## config.mk

```make
export PLATFORM = sky130hd
export DESIGN_NAME = map_port_arbiter
export DESIGN_NICKNAME = d
export VERILOG_FILES = /design/src/rtl/map_pkg.sv /design/src/rtl/map_window_decode.sv /design/src/rtl/map_port_arbiter.sv
export SDC_FILE = /design/constraint.sdc
export NUM_CORES = 1
export LEC_CHECK = 0
export CORE_MARGIN = 4
export CORE_UTILIZATION = 43
export CTS_BUF_LIST = sky130_fd_sc_hd__clkbuf_8 sky130_fd_sc_hd__clkbuf_16
export DETAILED_ROUTE_END_ITERATION = 8
export MAX_ROUTING_LAYER = met4
export PLACE_DENSITY = 0.74
export SLEW_MARGIN = 25
export SYNTH_ARGS = -nofsm -noshare
export SYNTH_HDL_FRONTEND = slang
export SYNTH_SLANG_ARGS = --single-unit
```

## constraint.sdc

```tcl
create_clock -name clk -period 4.1 [get_ports clk]
set_input_delay 1.025 -clock clk [delete_from_list [all_inputs] [get_ports clk]]
set_output_delay 1.025 -clock clk [all_outputs]
set_load 0.05 [all_outputs]
```

## src/rtl/map_pkg.sv

```systemverilog
// Shared definitions for the world-map read path: map geometry, cell encodings,
// arbiter states and the pixel record carried alongside a video read.
package map_pkg;

    localparam int MAP_DIM  = 128;
    localparam int MAP_BITS = 7;
    localparam int PIX_W    = 12;

    typedef enum logic [1:0] {
        EMPTY  = 2'b00,
        ROAD   = 2'b01,
        FLOWER = 2'b10
    } map_value_e;

    typedef enum logic [1:0] {
        ST_IDLE       = 2'b00,
        ST_BOT_ISSUED = 2'b01,
        ST_BOT_RETURN = 2'b10
    } arb_state_e;

    // Pixel attributes that travel with a memory read so they emerge with its data.
    typedef struct packed {
        logic             video_on;
        logic [PIX_W-1:0] row;
        logic [PIX_W-1:0] col;
        logic             oom;
        logic             stolen;
    } pix_stage_t;

    localparam pix_stage_t PIX_STAGE_RST = '{
        video_on: 1'b0,
        row:      '0,
        col:      '0,
        oom:      1'b1,
        stolen:   1'b0
    };

    // Out-of-map pixels show EMPTY; a stolen pixel repeats the last video value.
    function automatic logic [1:0] pick_map_value(
        input pix_stage_t  stage,
        input logic [1:0]  rdata,
        input logic [1:0]  hold
    );
        logic [1:0] result;
        if (stage.oom) begin
            result = EMPTY;
        end else if (stage.stolen) begin
            result = hold;
        end else begin
            result = rdata;
        end
        return result;
    endfunction

endpackage

```

## src/rtl/map_window_decode.sv

```systemverilog
// Combinational translation of display coordinates into a map-cell address,
// flagging pixels that fall outside the map window or outside active video.
module map_window_decode
    import map_pkg::*;
#(
    parameter int ADDR_WIDTH = 14,
    parameter int CELL_SHIFT = 2,
    parameter int ROW_OFFSET = 128,
    parameter int COL_OFFSET = 256
) (
    input  logic                  video_on,
    input  logic [PIX_W-1:0]      pixel_row,
    input  logic [PIX_W-1:0]      pixel_column,
    output logic                  in_map,
    output logic [ADDR_WIDTH-1:0] video_addr
);

    logic [PIX_W-1:0] rel_r;
    logic [PIX_W-1:0] rel_c;
    logic [PIX_W-1:0] cell_r;
    logic [PIX_W-1:0] cell_c;
    logic             row_under;
    logic             col_under;

    always_comb begin
        row_under = (pixel_row < PIX_W'(ROW_OFFSET));
        col_under = (pixel_column < PIX_W'(COL_OFFSET));
        rel_r     = pixel_row - PIX_W'(ROW_OFFSET);
        rel_c     = pixel_column - PIX_W'(COL_OFFSET);
        cell_r    = rel_r >> CELL_SHIFT;
        cell_c    = rel_c >> CELL_SHIFT;

        in_map = video_on && !row_under && !col_under &&
                 (cell_r < PIX_W'(MAP_DIM)) && (cell_c < PIX_W'(MAP_DIM));

        video_addr = ADDR_WIDTH'({cell_r[MAP_BITS-1:0], cell_c[MAP_BITS-1:0]});
    end

endmodule

```

## src/rtl/map_port_arbiter.sv

```systemverilog
// Shares the map memory read port between the video pipeline and the bot sensor,
// with a starvation bound that lets the bot steal one video pixel when needed.
module map_port_arbiter
    import map_pkg::*;
#(
    parameter int ADDR_WIDTH   = 14,
    parameter int CELL_SHIFT   = 2,
    parameter int ROW_OFFSET   = 128,
    parameter int COL_OFFSET   = 256,
    parameter int STARVE_LIMIT = 64
) (
    input  logic                  clk,
    input  logic                  reset,
    input  logic                  video_on,
    input  logic [11:0]           pixel_row,
    input  logic [11:0]           pixel_column,
    input  logic                  bot_req,
    input  logic [ADDR_WIDTH-1:0] bot_addr,
    output logic                  bot_ack,
    output logic [1:0]            bot_data,
    output logic [ADDR_WIDTH-1:0] mem_addr,
    input  logic [1:0]            mem_rdata,
    output logic [1:0]            map_value,
    output logic [11:0]           pix_row_o,
    output logic [11:0]           pix_col_o,
    output logic                  out_of_map,
    output logic                  video_on_o
);

    localparam int CNT_W = $clog2(STARVE_LIMIT + 1);

    logic                  in_map;
    logic [ADDR_WIDTH-1:0] video_addr;
    logic                  video_grant;
    logic                  bot_grant;

    arb_state_e            state_q,      state_d;
    logic [CNT_W-1:0]      starve_q,     starve_d;
    logic [ADDR_WIDTH-1:0] mem_addr_q,   mem_addr_d;
    logic                  bot_ack_q,    bot_ack_d;
    logic [1:0]            bot_data_q,   bot_data_d;
    pix_stage_t            s1_q,         s1_d;
    pix_stage_t            s2_q,         s2_d;
    logic [1:0]            hold_q,       hold_d;
    logic [1:0]            map_value_q,  map_value_d;
    logic [11:0]           pix_row_q,    pix_row_d;
    logic [11:0]           pix_col_q,    pix_col_d;
    logic                  oom_q,        oom_d;
    logic                  vid_on_q,     vid_on_d;

    map_window_decode #(
        .ADDR_WIDTH (ADDR_WIDTH),
        .CELL_SHIFT (CELL_SHIFT),
        .ROW_OFFSET (ROW_OFFSET),
        .COL_OFFSET (COL_OFFSET)
    ) u_decode (
        .video_on     (video_on),
        .pixel_row    (pixel_row),
        .pixel_column (pixel_column),
        .in_map       (in_map),
        .video_addr   (video_addr)
    );

    always_comb begin
        video_grant = in_map && (starve_q < CNT_W'(STARVE_LIMIT));
        bot_grant   = !video_grant && bot_req && (state_q == ST_IDLE);
    end

    // Stage 1: grant decision, address register and starve bookkeeping.
    always_comb begin
        mem_addr_d = mem_addr_q;
        if (video_grant) begin
            mem_addr_d = video_addr;
        end else if (bot_grant) begin
            mem_addr_d = bot_addr;
        end

        starve_d = starve_q;
        if (bot_grant || !bot_req) begin
            starve_d = '0;
        end else if (starve_q < CNT_W'(STARVE_LIMIT)) begin
            starve_d = starve_q + CNT_W'(1);
        end

        s1_d.video_on = video_on;
        s1_d.row      = pixel_row;
        s1_d.col      = pixel_column;
        s1_d.oom      = !in_map;
        s1_d.stolen   = in_map && !video_grant;

        s2_d = s1_q;
    end

    always_comb begin
        state_d    = state_q;
        bot_ack_d  = 1'b0;
        bot_data_d = bot_data_q;
        case (state_q)
            ST_IDLE: begin
                if (bot_grant) begin
                    state_d = ST_BOT_ISSUED;
                end
            end
            ST_BOT_ISSUED: begin
                state_d = ST_BOT_RETURN;
            end
            ST_BOT_RETURN: begin
                state_d    = ST_IDLE;
                bot_ack_d  = 1'b1;
                bot_data_d = mem_rdata;
            end
            default: begin
                state_d = ST_IDLE;
            end
        endcase
    end

    // Stage 3: memory data meets its pixel record.
    always_comb begin
        map_value_d = pick_map_value(s2_q, mem_rdata, hold_q);
        hold_d      = (!s2_q.oom && !s2_q.stolen) ? mem_rdata : hold_q;
        pix_row_d   = s2_q.row;
        pix_col_d   = s2_q.col;
        oom_d       = s2_q.oom;
        vid_on_d    = s2_q.video_on;
    end

    always_ff @(posedge clk or posedge reset) begin
        if (reset) begin
            state_q     <= ST_IDLE;
            starve_q    <= '0;
            mem_addr_q  <= '0;
            bot_ack_q   <= 1'b0;
            bot_data_q  <= 2'b00;
            s1_q        <= PIX_STAGE_RST;
            s2_q        <= PIX_STAGE_RST;
            hold_q      <= 2'b00;
            map_value_q <= 2'b00;
            pix_row_q   <= '0;
            pix_col_q   <= '0;
            oom_q       <= 1'b1;
            vid_on_q    <= 1'b0;
        end else begin
            state_q     <= state_d;
            starve_q    <= starve_d;
            mem_addr_q  <= mem_addr_d;
            bot_ack_q   <= bot_ack_d;
            bot_data_q  <= bot_data_d;
            s1_q        <= s1_d;
            s2_q        <= s2_d;
            hold_q      <= hold_d;
            map_value_q <= map_value_d;
            pix_row_q   <= pix_row_d;
            pix_col_q   <= pix_col_d;
            oom_q       <= oom_d;
            vid_on_q    <= vid_on_d;
        end
    end

    assign mem_addr   = mem_addr_q;
    assign bot_ack    = bot_ack_q;
    assign bot_data   = bot_data_q;
    assign map_value  = map_value_q;
    assign pix_row_o  = pix_row_q;
    assign pix_col_o  = pix_col_q;
    assign out_of_map = oom_q;
    assign video_on_o = vid_on_q;

endmodule

```

* Word level (Yosys, flattened, before mapping)
Index checks and enable logic that the tools add are counted.
W data, S select, Z words.
** Operators by class
- $add $sub $neg :: 3
- Order comparisons :: 5
- Equality and inequality tests :: 3
- Muxes and demuxes :: 9
- Reduce and logical (&&, ||, !) cells :: 20
** Operators with widths (number)
- $mux W14 :: 2
- $lt A10 B8 Y1 const B :: 2
- $mux W7 :: 2
- $lt A12 B8 Y1 const B :: 1
- $lt A12 B9 Y1 const B :: 1
- $sub A12 B8 Y12 const B :: 1
- $sub A12 B9 Y12 const B :: 1
- $logic_and A1 B1 Y1 :: 9
- $add A7 B1 Y7 const B :: 1
- $logic_not A1 Y1 :: 7
- $lt A7 B7 Y1 const B :: 1
- $mux W2 :: 3
- $pmux W2 S2 :: 1
- $reduce_bool A2 Y1 :: 2
- $eq A2 B1 Y1 const B :: 1
- $eq A2 B2 Y1 const B :: 1
- $logic_not A2 Y1 :: 1
- $ne A2 B2 Y1 const B :: 1
- $logic_or A1 B1 Y1 :: 1
- $mux W1 :: 1
** Word-level totals
- Register bits after elaboration :: 110
- Input bits :: 44
- Output and inout port bits :: 45
- Word-level logic and storage cells :: 61

* Logic depth before layout (Yosys ltp)
- Word-level depth :: 12
- Depth in mapped cells :: 7
- Gate-level depth less buffers :: 6

* By module
Synthesis repeated with hierarchy kept, for this count alone.
** Second synthesis, totals
- Cell total of the unflattened synthesis :: 212
- Area, all modules :: 3673.5 sq um
** Modules (own cells, without submodules)
- map_port_arbiter :: times used 1, cells each 184, area an instance 3475.8 sq um, sequential area each 2756.4 sq um
- map_window_decode :: times used 1, cells each 28, area an instance 197.7 sq um, sequential area each 0.0 sq um

* Worst setup path before layout
No wires, ideal clock.
- Path type :: input-to-reg
- Start point :: in pixel_column[8]
- End point :: reg mem_addr_q[2], in the netlist mem_addr[2]
- Library setup time :: 0.125 ns
- Arrival time :: 2.490 ns
- Data required time :: 3.975 ns
- Setup slack :: 1.485 ns
- Stages :: 7
- Path buffers :: 1
- Path through :: inv_1 -> ha_1 -> xnor2_1 -> o2111ai_1 -> or4_4 -> buf_4 -> mux2_4
** Between the ends
- Word-level cells in the longest chain between the ends :: 10
- Elaborated cells on any way between the ends :: 13
- Classes of those cells :: add/sub (1); order compare (2); mux (1); reduce/logical (9)
** Ends and longest elaborated chain
- from (decl) :: RTL line map_port_arbiter.sv:16 : input logic [11:0] pixel_column,
- branches (longest 4 deep; another with $sub A12 B9 Y12)
- $logic_and A1 B1 Y1 * :: RTL line map_window_decode.sv:34 : (cell_r < PIX_W'(MAP_DIM)) && (cell_c < PIX_W'(MAP_DIM));
- $logic_and A1 B1 Y1 * :: RTL line map_port_arbiter.sv:65 : video_grant = in_map && (starve_q < CNT_W'(STARVE_LIMIT));
- $logic_not A1 Y1 :: RTL line map_port_arbiter.sv:66 : bot_grant = !video_grant && bot_req && (state_q == ST_IDLE);
- $logic_and A1 B1 Y1 (2 in a row) :: RTL line map_port_arbiter.sv:66
- $reduce_bool A2 Y1 (no line)
- to (signal assigned) :: RTL line map_port_arbiter.sv:146 : mem_addr_q <= mem_addr_d;
- to (decl) :: RTL line map_port_arbiter.sv:39 : logic [ADDR_WIDTH-1:0] mem_addr_q, mem_addr_d;
Mark *: on every way between the ends.
A chain may end at the register's enable or synchronous reset.

* Worst setup path in the final report
- Start point :: in pixel_column[8]
- End point :: reg starve_q[2]
** Between the ends
- Word-level cells in the longest chain between the ends :: 11
- Elaborated cells on any way between the ends :: 14
- Classes of those cells :: add/sub (1); order compare (2); mux (1); reduce/logical (10)
** Ends and longest elaborated chain
- branches (longest 4 deep; another with $sub A12 B9 Y12)
- $logic_and A1 B1 Y1 * :: RTL line map_window_decode.sv:34
- $logic_and A1 B1 Y1 * :: RTL line map_port_arbiter.sv:65
- $logic_not A1 Y1 * :: RTL line map_port_arbiter.sv:66
- $logic_and A1 B1 Y1 * (2 in a row) :: RTL line map_port_arbiter.sv:66
- $logic_or A1 B1 Y1 * :: RTL line map_port_arbiter.sv:79 : if (bot_grant || !bot_req) begin
- $mux W7 / $reduce_bool A2 Y1 (equally long branches)
- to (signal assigned) :: RTL line map_port_arbiter.sv:145 : starve_q <= starve_d;
- to (decl) :: RTL line map_port_arbiter.sv:38 : logic [CNT_W-1:0] starve_q, starve_d;
Marks and branches as above.

==> results.json <==
{
  "status": "finished clean",
  "synth_area_leaders": "dfrtp_1 76%, mux2_2 8.0%, mux2i_1 2.3%",
  "endpoint_kind": "flop",
  "worstHoldPathCells": 0,
  "dpl_cell_area_sq_um": 4530,
  "grtUsageMet2": 0.225,
  "max_freq_mhz": 330,
  "rsz0062_at_grt": "false",
  "cts_buffer_depth": 2,
  "grt_use_met3": 0.0271,
  "layout-drive-gt1-share": 0.167,
  "root_buffer": "clkbuf_8",
  "slew_viol_final": 0,
  "p_comb_frac": 0.222,
  "post-cts-setup-buffer-count": 0,
  "maxCapViolCount": 0,
  "worst_pin_slew_ns": 0.657,
  "finClkSkew_ns": 0.0149,
  "postLayoutCellArea_sq_um": 4750,
  "yosysMostFrequentCell": "dfrtp_1",
  "fin_hold_ws_ns": 0.345,
  "fin_setup_tns_ns": 0,
  "synth_flop_cell": "dfrtp_1",
  "routed_wl_mm": 5.80,
  "min_to": "pix_row_d[0]$_DFF_PP0_",
  "dieArea_sq_um": 9670,
  "yosysTopAreaCell": "dfrtp_1",
  "gr-max-usage-layer": "met2",
  "worstPathRequired_ns": 4.32,
  "clock_latency_ns": 0.36,
  "post-route-period-util": 0.739,
  "overflow": 0,
  "port_buffers": 88,
  "dpl.hpwl_mm": 4.09,
  "min-delay-start": "s1_q[14]$_DFF_PP0_",
  "powerDensity_nw_per_um2": 514,
  "gp_congestion": 0.788,
  "crit_fanout": 21,
  "use_met1": 0.151,
  "detail_route.wl_per_cell_um": 14.2,
  "reg2reg_to": "starve_q[2]$_DFFE_PP0P_",
  "hold_viol": 0,
  "cts_sinks": 110,
  "tritoncts": "built",
  "ir_drop_mv": 0.235,
  "numCtsBuffers": 9,
  "grt_use_total": 0.133,
  "antenna_found_initial": 0,
  "ys_top_cells_by_count": "107 x dfrtp_1, 25 x mux2_2, 10 x inv_1",
  "finalNonFillerCells": 407,
  "path_class": "primary input to flop",
  "synth_area_sq_um": 3510,
  "n_fill_cell": 608,
  "r2r-start": "starve_q[6]$_DFFE_PP0P_",
  "arrival_ns": 3.24,
  "drc": 0,
  "async_flop_share": 1.00,
  "reg2regPathDepth": 2,
  "grt_max_degree": 57,
  "swShare": 0.303,
  "final_nets": 347,
  "ys_seq_area_frac": 0.785,
  "ctsResizeCount": 0,
  "setup_viol": 0,
  "synth.top_cell.area_share": 0.763,
  "htreeDepth": 3,
  "die_w_um": 98.4,
  "rrSetupSlack_ns": 2.36,
  "setup_slack_ns": 1.07,
  "syn_nets": 249,
  "io_pins": 89,
  "avgViaCountPerCell": 4.57,
  "synth_seq_cells": 110,
  "p_seq_frac": 0.499,
  "hold_path_class": "flop to flop",
  "syn_inst": 202,
  "antennaDiodeCount": 0,
  "place_inst": 391,
  "initial_utilization": 0.447,
  "finalCriticalPeriod_ns": 3.03,
  "ant_nets": 0,
  "synth.distinct_cells": 32,
  "p_clk_frac": 0.279,
  "start_kind": "primary input",
  "initialDrtViolationCount": 25,
  "rows": 32,
  "p_switching_uw": 740,
  "slew_headroom": 0.562,
  "p_leak_uw": 0.00208,
  "vias": 1859,
  "synth_edf_count": 0,
  "grt_pass1_vias": 2044,
  "die_height_um": 98.4,
  "core_area_sq_um": 7850,
  "cts.hold.buffers_added": 0,
  "grt_pass1_wl_mm": 9.84,
  "register_area_sq_um": 2760,
  "first_pass_iters": 4,
  "internal_power_uw": 1700,
  "dp_slack_ns": 0.649,
  "avgSynthCellArea_sq_um": 17.4,
  "synth_warnings": 0,
  "multi_input_area_sq_um": 693,
  "path_clk_slew_ns": 0.12,
  "area.growth.synth_to_final_pct": 35.4
}
-- stage by stage --
| stage | power [uW] | utilization |
|---|---|---|
| after floorplan | 1580 | - |
| after global placement | 1780 | 0.578 |
| after detailed placement | 1790 | 0.578 |
| after CTS | 2470 | 0.606 |
| after global routing | 2550 | 0.606 |
| final | 2440 | 0.606 |
-- cells in the final DEF, fill, tap and decap left out, types with 4 or more instances in the layout --
| master | Yosys | final |
|---|---|---|
| a211oi_1 | 4 | 4 |
| clkbuf_8 | 0 | 9 |
| clkdlybuf4s50_1 | 0 | 88 |
| dfrtp_1 | 107 | 107 |
| inv_1 | 10 | 9 |
| mux2_2 | 25 | 25 |
| mux2i_1 | 8 | 8 |
| nand2_1 | 4 | 4 |
| nor2_1 | 4 | 4 |
| xor2_1 | 4 | 4 |
-- cell type report --
class | instances | area share
Clock buffer | 9 | 0.0261
Clock inverter | 7 | 0.0200
Inverter | 10 | 0.00843
Multi-Input combinational cell | 78 | 0.146
Sequential cell | 110 | 0.580
Tap cell | 102 | 0.0269
Timing Repair Buffer | 91 | 0.193
-- sequential cells by signal, summed over array words and instances, names as in the netlist --
signal and count:
hold_q 2, bot_data 2, pix_row_o 12, pix_col_o 12, s1_q 27, pix_row_d 12
map_value 2, oom_d 1, s2_q 1, video_on_o 1, starve_q 7, out_of_map 1
pix_col_d 12, state_q 2, mem_addr 14, vid_on_d 1, bot_ack 1
-- critical path, cell delays in order --
cell and delay, ns:
clkdlybuf4s50_1 0.54, inv_1 0.06, ha_1 0.20, xnor2_1 0.13, o2111ai_1 0.17, or4_4 0.69, a2111oi_0 0.42
-- cell families (layout without fill, tap and decap cells) --
kind of cell,Yosys count,after routing,share of synthesized area
adder cells (fa/ha/maj),3,3,0.0107
AND/OR/NAND/NOR,22,22,0.0353
flip-flops,110,110,0.785
multiplexers,34,34,0.107
XOR/XNOR,6,6,0.0150
AO/OA/AOI/OAI,13,13,0.0278
buffers and inverters,14,117,0.0189
-- power groups by stage --
stage / Clock, uW / Combinational (uW) / Sequential, uW
floorplan: 0 / 123 / 1460
global placement: 0 / 541 / 1240
detailed placement: 0 / 549 / 1240
CTS: 702 / 549 / 1220
global route: 744 / 568 / 1230
finish: 680 / 541 / 1220
-- routing by layer --
layer	up-vias	wire, um
met1	931	2290
met2	44	3180
met4	0	102
met3	8	224
met5	-	0
li1	876	-
-- worst max-delay path by stage --
stage / from / to / slack (ns)
finish: pixel_column[8] / starve_q[2]$_DFFE_PP0P_ / 1.07
floorplan: reset / bot_ack$_DFF_PP0_ / 0.18
detailed placement: pixel_column[8] / starve_q[2]$_DFFE_PP0P_ / 0.65
global route: pixel_column[8] / starve_q[2]$_DFFE_PP0P_ / 0.89
global placement: pixel_column[8] / starve_q[2]$_DFFE_PP0P_ / 0.79
CTS: pixel_column[8] / starve_q[2]$_DFFE_PP0P_ / 1.07
Power figures use the tool's default switching activity.
